## config.mk

```make
export PLATFORM = sky130hd
export DESIGN_NAME = regfile_write_arbiter
export DESIGN_NICKNAME = d
export VERILOG_FILES = /design/src/rtl/regfile_write_arbiter.sv
export SDC_FILE = /design/constraint.sdc
export NUM_CORES = 1
export LEC_CHECK = 0
export BUFFER_PORTS_ARGS = -buffer_cell sky130_fd_sc_hd__buf_2
export CORE_ASPECT_RATIO = 0.9
export CORE_MARGIN = 4
export CORE_UTILIZATION = 25
export CTS_BUF_LIST = sky130_fd_sc_hd__clkbuf_8
export CTS_CLUSTER_DIAMETER = 100
export DETAILED_ROUTE_END_ITERATION = 16
export MAX_ROUTING_LAYER = met4
export PLACE_DENSITY_LB_ADDON = 0.05
export SLEW_MARGIN = 20
export SYNTH_ARGS = -nofsm -noshare
export SYNTH_HDL_FRONTEND = slang
export SYNTH_SLANG_ARGS = --single-unit
```

## constraint.sdc

```tcl
create_clock -name clk -period 2.15 [get_ports clk]
set_clock_uncertainty 0.05 [all_clocks]
set_input_delay 0.3225 -clock clk [delete_from_list [all_inputs] [get_ports clk]]
set_output_delay 0.3225 -clock clk [all_outputs]
set_load 0.1 [all_outputs]
```

## src/rtl/regfile_write_arbiter.sv

```systemverilog
// Round-robin write-port arbiter (A=ALU, B=load) with a pending-destination scoreboard and read-hazard stall.
// One-cycle write latency; a requester is held off (ready low) while the other owns the port or reset is high.
module regfile_write_arbiter #(
  parameter int DATA_W = 32,
  parameter int ADDR_W = 3,
  parameter int NREGS  = 2**ADDR_W
) (
  input  logic              clk,
  input  logic              rst,
  input  logic              a_valid,
  output logic              a_ready,
  input  logic [ADDR_W-1:0] a_addr,
  input  logic [DATA_W-1:0] a_data,
  input  logic              b_valid,
  output logic              b_ready,
  input  logic [ADDR_W-1:0] b_addr,
  input  logic [DATA_W-1:0] b_data,
  input  logic              rsv_valid,
  input  logic [ADDR_W-1:0] rsv_addr,
  input  logic              rs_check,
  input  logic [ADDR_W-1:0] rs1_addr,
  input  logic [ADDR_W-1:0] rs2_addr,
  output logic              stall,
  output logic              wr_enable,
  output logic [ADDR_W-1:0] wr_addr,
  output logic [DATA_W-1:0] wr_data,
  output logic [NREGS-1:0]  pending
);

  typedef struct packed {
    logic [ADDR_W-1:0] addr;
    logic [DATA_W-1:0] data;
  } wrReq_t;

  logic       prioB;
  logic       grantA;
  logic       grantB;
  logic       xfer;
  wrReq_t     xferReq;
  logic [NREGS-1:0] pendingNext;

  always_comb begin
    grantA = 1'b0;
    grantB = 1'b0;
    if (!rst) begin
      if (a_valid && b_valid) begin
        grantA = !prioB;
        grantB = prioB;
      end else begin
        grantA = a_valid;
        grantB = b_valid;
      end
    end
  end

  assign a_ready = grantA;
  assign b_ready = grantB;
  assign xfer    = grantA | grantB;

  always_comb begin
    xferReq = grantB ? wrReq_t'{addr: b_addr, data: b_data}
                     : wrReq_t'{addr: a_addr, data: a_data};
  end

  // Set after clear so a same-cycle reserve keeps the register pending.
  always_comb begin
    pendingNext = pending;
    if (xfer) begin
      pendingNext[xferReq.addr] = 1'b0;
    end
    if (rsv_valid) begin
      pendingNext[rsv_addr] = 1'b1;
    end
  end

  always_ff @(posedge clk) begin
    if (rst) begin
      prioB     <= 1'b0;
      wr_enable <= 1'b0;
      wr_addr   <= '0;
      wr_data   <= '0;
      pending   <= '0;
    end else begin
      wr_enable <= xfer;
      if (xfer) begin
        wr_addr <= xferReq.addr;
        wr_data <= xferReq.data;
      end
      if (grantA) begin
        prioB <= 1'b1;
      end else if (grantB) begin
        prioB <= 1'b0;
      end
      pending <= pendingNext;
    end
  end

  // The write still sitting on the port counts as in flight.
  function automatic logic isHit(input logic [ADDR_W-1:0] r);
    return pending[r] | (wr_enable & (wr_addr == r));
  endfunction

  assign stall = rs_check & (isHit(rs1_addr) | isHit(rs2_addr));

endmodule
```

==> impl_summary.txt, run 1 <==
----------------------------------------------------
[Clock tree]
  Clock buffer depth ... 2
  Number of hold-repair buffers added at the cts stage ... 0
  Worst-skew pair later-pin latency ... 0.29 ns
  TritonCTS clock tree ... done
  Maximum level of the CTS H-tree ... 2
  Clock tree root driver cell ... clkbuf_8
  Clock buffer count from CTS ... 5
  Clock input transition at the sequential cells of the worst setup and hold paths ... 0.09 ns
  Clock net sink count ... 45

[Floorplan]
  Area of the core ... 9210 um2
  Initial standard-cell utilization of the core ... 25.9%
  Floorplan die height ... 101 um
  Number of ports placed on the die boundary ... 132
  Area of the die ... 11200 um2
  Number of standard-cell rows in the floorplan ... 33
  Die Width ... 111 um

[Global routing]
  Number of antenna violations at the first check in global routing ... 0
  Global-route usage over all layers ... 13.7%
  Total congestion overflow after global routing ... 0
  Pin count of the biggest net entering global routing ... 47
  Number of global-route vias before repair ... 2445
  First-pass GRT wire length ... 12200 um

[Critical path]
  Critical-path maximum fanout ... 6
  Crit path from ... wr_addr[1]$_SDFFE_PP0N_
  Required time reported for the critical path endpoint ... 1.78 ns
  Type of the worst setup path ... reg2out
  R2r startpoint ... prioB$_SDFFE_PP0N_
  FF-to-FF setup slack ... 0.41 ns
  Type of destination of the critical path ... output port
  Worst-case reg-to-reg path depth ... 5
  Nature of the critical path startpoint ... register
  Data arrival, critical path ... 1.69 ns
  Capture instance of the worst register-to-register path ... wr_data[11]$_SDFFE_PP0N_

[Route]
  Vias ... 2520
  DRT Wirelength ... 7840 um
  Antenna violation net count after detailed routing ... 0
  Number of DRC markers in iteration 0 ... 173
  Average detailed-routed wire length per instance ... 14.6 um
  DRT Pass-1 Iters ... 4
  Average via count per standard cell ... 4.70
  Number of remaining DRC errors ... 0

[Layout]
  Fraction of final layout cells with drive strength greater than 1 ... 42.5%
  Post-layout nets ... 498
  Area Overhead vs Synth ... 39.8%
  Non-filler cells in the finished layout ... 536
  Sequential Area ... 923 um2
  Ant diodes ... 0
  Fillers ... 1009
  Area of the multi-input gates ... 1350 um2

[Power]
  Max VDD drop ... 0.000367 V
  Cell area power density ... 744 nW/um2
  Leakage ... 0.00151 uW
  Final Total Pwr ... 2480 uW

[Placement]
  Port bufs ... 131
  Total half-perimeter wirelength after legalization and detailed placement ... 5920 um
  Number of cells after detailed placement ... 528
  Gp weighted congestion ... 0.782
  Worst setup timing slack at the placement stage ... 0.234 ns

[Yosys]
  Primary FF master, synth ... dfxtp_1
  Count of yosys warnings during synthesis ... 0
  Post-synthesis register bit count ... 45
  Count of mapped cells out of synthesis ... 289
  Net count after synthesis ... 374
  Number of enable flip-flop cells after synthesis ... 0
  Distinct cell type count of the synthesized netlist ... 48
  Async SR Flop Fraction ... 0%
  Synthesized area divided by synthesized cell count ... 8.26 um2
  Combined area of all synthesized cells ... 2390 um2
  Share of the yosys chip area belonging to registers ... 37.7%

[Timing]
  Period utilization ... 95.7%
  Fin. max-slew vios ... 0
  Total Negative Setup Slacks ... 0 ns
  Setup violators final ... 0
  Unrepaired setup endpoints after global routing ... no
  Slew at the pin closest to its max-slew limit ... 0.498 ns
  Worst hold margin ... 0.233 ns
  Maximum operating frequency ... 486 MHz
  Setup slack of the critical path after layout ... 0.0921 ns
  Crit path time final ... 2.06 ns
  Slew margin rel. ... 67.0%
  Final-report hold violation count ... 0

[Hold path]
  Min-Delay Path Class ... in2reg
  HP Start ... b_data[8]
  Number of stages on the worst hold path ... 3
  Hold EP ... wr_data[8]$_SDFFE_PP0N_

[Job]
  Max-capacitance violation count ... 0

[Status]
  Status ... complete, no violations

----------------------------------------------------
-- worst max-delay path, stage by stage, from the launching register on --
cell	delay [ns]
dfxtp_4	0.37
or2_2	0.29
a211oi_1	0.21
o21ai_1	0.14
a31oi_4	0.20
buf_12	0.19
-- registers in the layout (all words and copies together), names as in the netlist --
name,flops
pending,8
prioB,1
wr_addr,3
wr_data,32
wr_enable,1
-- cell type report --
| type | count | area share, % |
|---|---|---|
| clock buffer | 6 | 2.47 |
| clock inverter | 2 | 1.01 |
| inverter | 5 | 0.600 |
| multi-input combinational | 216 | 40.3 |
| sequential | 45 | 27.7 |
| tap | 122 | 4.57 |
| timing repair buffer | 140 | 23.3 |
-- per-stage QoR --
step | cell area, um2 | utilization [%]
2_1_floorplan | 2420 | -
3_3_place_gp | 3220 | 35.0
3_5_place_dp | 3220 | 35.0
4_1_cts | 3340 | 36.2
5_1_grt | 3340 | 36.2
6_report | 3340 | 36.2
-- metal layers --
| layer | GRT usage, % | wire length, um |
|---|---|---|
| met5 | - | 0 |
| met4 | 2.84 | 36 |
| met3 | 3.06 | 388 |
| met2 | 21.5 | 3550 |
| met1 | 18.3 | 3870 |
-- layout by cell type, fill, tap and decap left out, drive strengths merged, types with 3 or more instances in the layout --
master	synthesis	routed
nand2	77	77
a21boi	3	3
o21ai	8	8
nor2b	5	5
inv	4	5
mux4	4	4
xor2	4	4
a32o	3	3
dfxtp	45	45
buf	12	140
a311oi	35	35
a221oi	4	4
o2111ai	4	4
clkbuf	11	6
nor2	37	37
-- cell families after synthesis --
| kind of cell | count (synthesis) | synth area share [%] |
|---|---|---|
| AND/OR/NAND/NOR | 139 | 25.6 |
| AO/OA/AOI/OAI | 67 | 24.1 |
| flip-flops | 45 | 37.7 |
| buffers and inverters | 28 | 6.50 |
| multiplexers | 6 | 4.61 |
| XOR/XNOR | 4 | 1.47 |
-- synthesized netlist by cell type (4+ instances only) --
cell type	instances	area share, %
a311oi_1	33	12
nor2_1	37	5.8
nor2b_1	5	1.3
clkbuf_1	11	1.7
mux4_2	4	3.8
o2111ai_1	4	1.5
o21ai_0	4	0.84
xor2_1	4	1.5
buf_6	5	2.4
buf_2	6	1.3
nand2_1	76	12
dfxtp_1	45	38
-- power by group --
group	internal, uW	switching (uW)
Clock	375	292
Sequential	895	36.7
Combinational	211	675
Total	1480	1000
-- repair_timing --
item | 4_1_cts | 5_1_grt
endpoints found under the setup margin | 0 | 1
gates resized for setup | 0 | 1
buffers inserted | 0 | 0
-- worst max path at each step --
stage / to / slack, ns
5_1_grt: stall / 0.03
6_report: stall / 0.09
2_1_floorplan: stall / 0.02
3_5_place_dp: stall / 0.23
4_1_cts: stall / 0.02
3_3_place_gp: stall / 0.26
No activity file was read; power rests on OpenSTA's default activity.
==> run 2: changes to the inputs <==
CORE_UTILIZATION = 35   (was 25)
==> impl_summary.txt, run 2 (same netlist as run 1, synthesis figures left out) <==
----------------------------------------------------
[Status]
  Status ... complete, no violations

[Floorplan]
  Number of ports placed on the die boundary ... 132
  Floorplan die height ... 86.4 um
  Die Width ... 95.1 um
  Area of the core ... 6590 um2
  Initial standard-cell utilization of the core ... 36.2%
  Area of the die ... 8210 um2
  Number of standard-cell rows in the floorplan ... 28

[Route]
  Antenna violation net count after detailed routing ... 0
  Average detailed-routed wire length per instance ... 13.9 um
  Number of remaining DRC errors ... 0
  Number of DRC markers in iteration 0 ... 141
  DRT Pass-1 Iters ... 4
  Vias ... 2506
  Average via count per standard cell ... 4.98
  DRT Wirelength ... 7010 um

[Timing]
  Setup violators final ... 0
  Period utilization ... 95.2%
  Total Negative Setup Slacks ... 0 ns
  Final-report hold violation count ... 0
  Maximum operating frequency ... 489 MHz
  Worst hold margin ... 0.236 ns
  Unrepaired setup endpoints after global routing ... no
  Crit path time final ... 2.05 ns
  Slew at the pin closest to its max-slew limit ... 0.510 ns
  Slew margin rel. ... 66.2%
  Fin. max-slew vios ... 0

[Critical path]
  Nature of the critical path startpoint ... register
  Type of destination of the critical path ... output port
  Crit path buf inv count ... 1
  Crit path max-delay family ... compound AO/OA/AOI/OAI gates
  Type of the worst setup path ... reg2out
  Required time reported for the critical path endpoint ... 1.78 ns
  Data arrival, critical path ... 1.67 ns
  Critical-path maximum fanout ... 6
  Slowest cell on the critical path ... dfxtp_4
  Critical path's largest stage delay ... 0.37 ns
  Ordered list of cells on the worst path ... or2_2 > a211oi_1 > o21ai_1 > a31oi_4 > buf_12

[Placement]
  Total half-perimeter wirelength after legalization and detailed placement ... 5280 um
  Number of cells after detailed placement ... 496
  Gp weighted congestion ... 0.816
  Port bufs ... 131

[Layout]
  Final Util ... 49.7%
  Register bank with the most flops ... wr_data
  Most used cells in the layout excluding fill and tap cells ... 129 x buf_2, 76 x nand2_1, 37 x nor2_1
  Non-filler cells in the finished layout ... 503
  Ant diodes ... 0
  Registers with the most flip-flops ... wr_data: 32 flops, pending: 8 flops, wr_addr: 3 flops
  Fillers ... 663
  Fraction of final layout cells with drive strength greater than 1 ... 42.6%
  Area Overhead vs Synth ... 37.1%
  Post-layout nets ... 498
  Flip-flop count of the largest register, all copies and words added ... 32
  Most common library cell in the layout ignoring fill and taps ... buf_2

[Global routing]
  Number of antenna violations at the first check in global routing ... 0
  Pin count of the biggest net entering global routing ... 40
  Global-route usage over all layers ... 17.3%
  Total congestion overflow after global routing ... 0
  First-pass GRT wire length ... 11200 um
  Number of global-route vias before repair ... 2398

[Job]
  Max-capacitance violation count ... 0

[Clock tree]
  Clock input transition at the sequential cells of the worst setup and hold paths ... 0.08 ns
  TritonCTS clock tree ... done
  Post-CTS setup buffer count ... 0
  Maximum level of the CTS H-tree ... 2
  Clock net sink count ... 45
  Clock tree root driver cell ... clkbuf_8
  Clock buffer depth ... 2
  Worst-skew pair later-pin latency ... 0.28 ns
  Clock buffer count from CTS ... 5

[Power]
  Max VDD drop ... 0.000329 V
  Leakage ... 0.00150 uW
  Cell area power density ... 738 nW/um2

[Hold path]
  Min-Delay Path Class ... in2reg

----------------------------------------------------
run 2: changes by cell type in the layout (fill, tap and decap cells not counted), sizes merged:
cell	delta
inv	-1
clkbuf	-1
clkinv	+1
run 2: final timing paths:
kind / startpoint / to / slack (ns) / cells after the start
setup / recovery: wr_addr[1]$_SDFFE_PP0N_ / stall / 0.10 / 5
hold / removal: b_data[4] / wr_data[4]$_SDFFE_PP0N_ / 0.24 / 3
setup reg to reg: prioB$_SDFFE_PP0N_ / wr_data[7]$_SDFFE_PP0N_ / 0.46 / 6
hold reg to reg: pending[3]$_SDFF_PP0_ / pending[3]$_SDFF_PP0_ / 0.45 / 2
run 2: worst min-delay path: stages:
cell      delay, ns
buf_2          0.09
nand2_1        0.04
a311oi_1       0.07
run 2: repair_timing:
item / in CTS / in global routing
hold buffers: 0 / 0
endpoints found under the setup margin: 0 / 1
resized for setup: 0 / 1
run 2: report_power, final:
part	switching [uW]	total, uW	internal, uW
Clock	270	608	338
Combinational	668	876	208
Sequential	36.9	932	895
Total	974	2420	1440
run 2: cell type report:
type                            instances  area, um2  share of cell area (%)
Clock inverter                          2       35.0                    1.07
Multi-Input combinational cell        216       1350                    41.1
Clock buffer                            5       68.8                    2.10
Inverter                                5       20.0                   0.612
Sequential cell                        45        923                    28.2
Timing Repair Buffer                  140        766                    23.4
Tap cell                               90        113                    3.44
run 2: metal layers:
metal,up-vias,global-route usage [%],wire (um)
met5,-,-,0
li1,1296,-,-
met2,79,27.0,3120
met1,1125,22.6,3330
met4,0,4.59,77
met3,6,3.82,492
run 2: metrics by stage:
| stage | total power [uW] | instance area, um2 | setup slack [ns] |
|---|---|---|---|
| final | 2420 | 3270 | 0.103 |
| after global placement | 1830 | 3170 | 0.256 |
| after detailed placement | 1830 | 3170 | 0.260 |
| after floorplan | 1620 | 2420 | 0.0159 |
| after global routing | 2540 | 3270 | 0.00796 |
| after CTS | 2450 | 3270 | 0.0327 |
==> run 3: changes to the inputs <==
CORE_UTILIZATION = 30   (was 35)
clock period = 2.1 ns   (was 2.15 ns; I/O delays follow)
==> impl_summary.txt, run 3 (same netlist as run 1, synthesis figures left out) <==
----------------------------------------------------
[Status]
  Status ... complete, no violations

[Global routing]
  Total congestion overflow after global routing ... 0
  Global-route usage over all layers ... 15.7%
  First-pass GRT wire length ... 11700 um
  Number of antenna violations at the first check in global routing ... 0
  Number of global-route vias before repair ... 2416
  Pin count of the biggest net entering global routing ... 35

[Timing]
  Fin. max-slew vios ... 0
  Worst hold margin ... 0.227 ns
  Setup violators final ... 0
  Maximum operating frequency ... 495 MHz
  Slew at the pin closest to its max-slew limit ... 0.504 ns
  Slew margin rel. ... 66.6%
  Period utilization ... 96.2%
  Crit path time final ... 2.02 ns
  Final-report hold violation count ... 0

[Clock tree]
  Clock tree root driver cell ... clkbuf_8
  Clock net sink count ... 45
  Clock buffer depth ... 2
  Worst-skew pair later-pin latency ... 0.29 ns
  Clock input transition at the sequential cells of the worst setup and hold paths ... 0.08 ns
  Clock buffer count from CTS ... 5
  Post-CTS setup buffer count ... 0
  TritonCTS clock tree ... done
  Maximum level of the CTS H-tree ... 2

[Layout]
  Most common library cell in the layout ignoring fill and taps ... buf_2
  Registers with the most flip-flops ... wr_data: 32 flops, pending: 8 flops, wr_addr: 3 flops
  Flip-flop count of the largest register, all copies and words added ... 32
  Area Overhead vs Synth ... 37.2%
  Register bank with the most flops ... wr_data
  Ant diodes ... 0
  Most used cells in the layout excluding fill and tap cells ... 129 x buf_2, 76 x nand2_1, 37 x nor2_1
  Fraction of final layout cells with drive strength greater than 1 ... 43.1%
  Post-layout nets ... 498

[Power]
  Clock power share ... 22.2%
  Max VDD drop ... 0.000330 V
  Cell area power density ... 729 nW/um2
  Sequential group share of total power ... 40.0%
  Final Total Pwr ... 2390 uW
  Net switching power of the design ... 999 uW
  Cell Int Power ... 1390 uW
  Fraction of power spent switching nets ... 41.9%
  Leakage ... 0.00150 uW
  Gate power share ... 37.8%

[Placement]
  Gp weighted congestion ... 0.822
  Port bufs ... 131
  Total half-perimeter wirelength after legalization and detailed placement ... 5480 um

[Critical path]
  Critical-path maximum fanout ... 6
  R2r startpoint ... prioB$_SDFFE_PP0N_
  Type of the worst setup path ... reg2out
  Data arrival, critical path ... 1.66 ns
  Nature of the critical path startpoint ... register
  Type of destination of the critical path ... output port
  Crit path from ... wr_addr[1]$_SDFFE_PP0N_
  Required time reported for the critical path endpoint ... 1.74 ns

[Floorplan]
  Floorplan die height ... 92.6 um
  Area of the die ... 9450 um2
  Die Width ... 102 um
  Number of standard-cell rows in the floorplan ... 30
  Number of ports placed on the die boundary ... 132
  Area of the core ... 7660 um2
  Initial standard-cell utilization of the core ... 31.2%

[Route]
  DRT Wirelength ... 7330 um
  Average detailed-routed wire length per instance ... 14.4 um
  Average via count per standard cell ... 4.98
  Vias ... 2535
  Antenna violation net count after detailed routing ... 0
  Number of DRC markers in iteration 0 ... 98
  DRT Pass-1 Iters ... 4
  Number of remaining DRC errors ... 0

[Job]
  Max-capacitance violation count ... 0

[Hold path]
  Min-Delay Path Class ... in2reg
  HP Start ... b_data[30]

----------------------------------------------------
run 3: cell types whose count changed in the layout (fill, tap and decap cells not counted):
cell | before | now
a211oi_1 | 2 | 0
a211oi_2 | 0 | 2
bufinv_16 | 1 | 0
clkbuf_8 | 5 | 6
clkinv_2 | 2 | 1
inv_1 | 3 | 4
o21ai_1 | 3 | 2
o21ai_2 | 1 | 2
run 3: final timing paths:
path / endpoint / slack (ns) / cells past startpoint
setup / recovery: stall / 0.08 / 5
hold / removal: wr_data[30]$_SDFFE_PP0N_ / 0.23 / 3
setup reg to reg: pending[1]$_SDFF_PP0_ / 0.35 / 4
hold reg to reg: wr_data[8]$_SDFFE_PP0N_ / 0.44 / 2
run 3: critical path, cell delays in order, from the launching register on:
cell      delay, ns
dfxtp_4        0.36
or2_2          0.30
a211oi_2       0.20
o21ai_2        0.11
a31oi_4        0.20
buf_12         0.19
run 3: layout make-up:
class	count	area [um2]
Clock inverter	1	3.75
Inverter	5	20.0
Clock buffer	6	82.6
Timing Repair Buffer	140	766
Sequential cell	45	923
Fill cell	785	4380
Tap cell	96	120
Multi-Input combinational cell	216	1360
run 3: power groups by stage:
stage          Sequential (uW)  Clock [uW]  Combinational, uW
2_1_floorplan             1400           0                259
3_3_place_gp               975           0                903
3_5_place_dp               975           0                902
4_1_cts                    956         556                903
5_1_grt                    963         587                957
6_report                   955         530                902
run 3: repair_timing:
item	in CTS	in global routing
endpoints found under the setup margin	0	1
hold buffers	0	0
gates resized for setup	0	3
run 3: through the flow:
stage / area, um2 / TNS, ns / util (%) / cells / setup WS, ns
3_3_place_gp: 3180 / 0 / 41.5 / 502 / 0.194
5_1_grt: 3280 / -0.00482 / 42.8 / 509 / -0.00482
2_1_floorplan: 2420 / 0 / - / 289 / 0.00735
3_5_place_dp: 3180 / 0 / 41.5 / 502 / 0.206
4_1_cts: 3260 / 0 / 42.6 / 509 / 0.0415
6_report: 3280 / 0 / 42.8 / 509 / 0.0798
run 3: layer usage:
layer / share of wire [%] / track usage (%)
met4: 1.2 / 4.70
met3: 8.1 / 4.14
met5: 0 / -
met2: 44 / 22.8
met1: 47 / 21.4
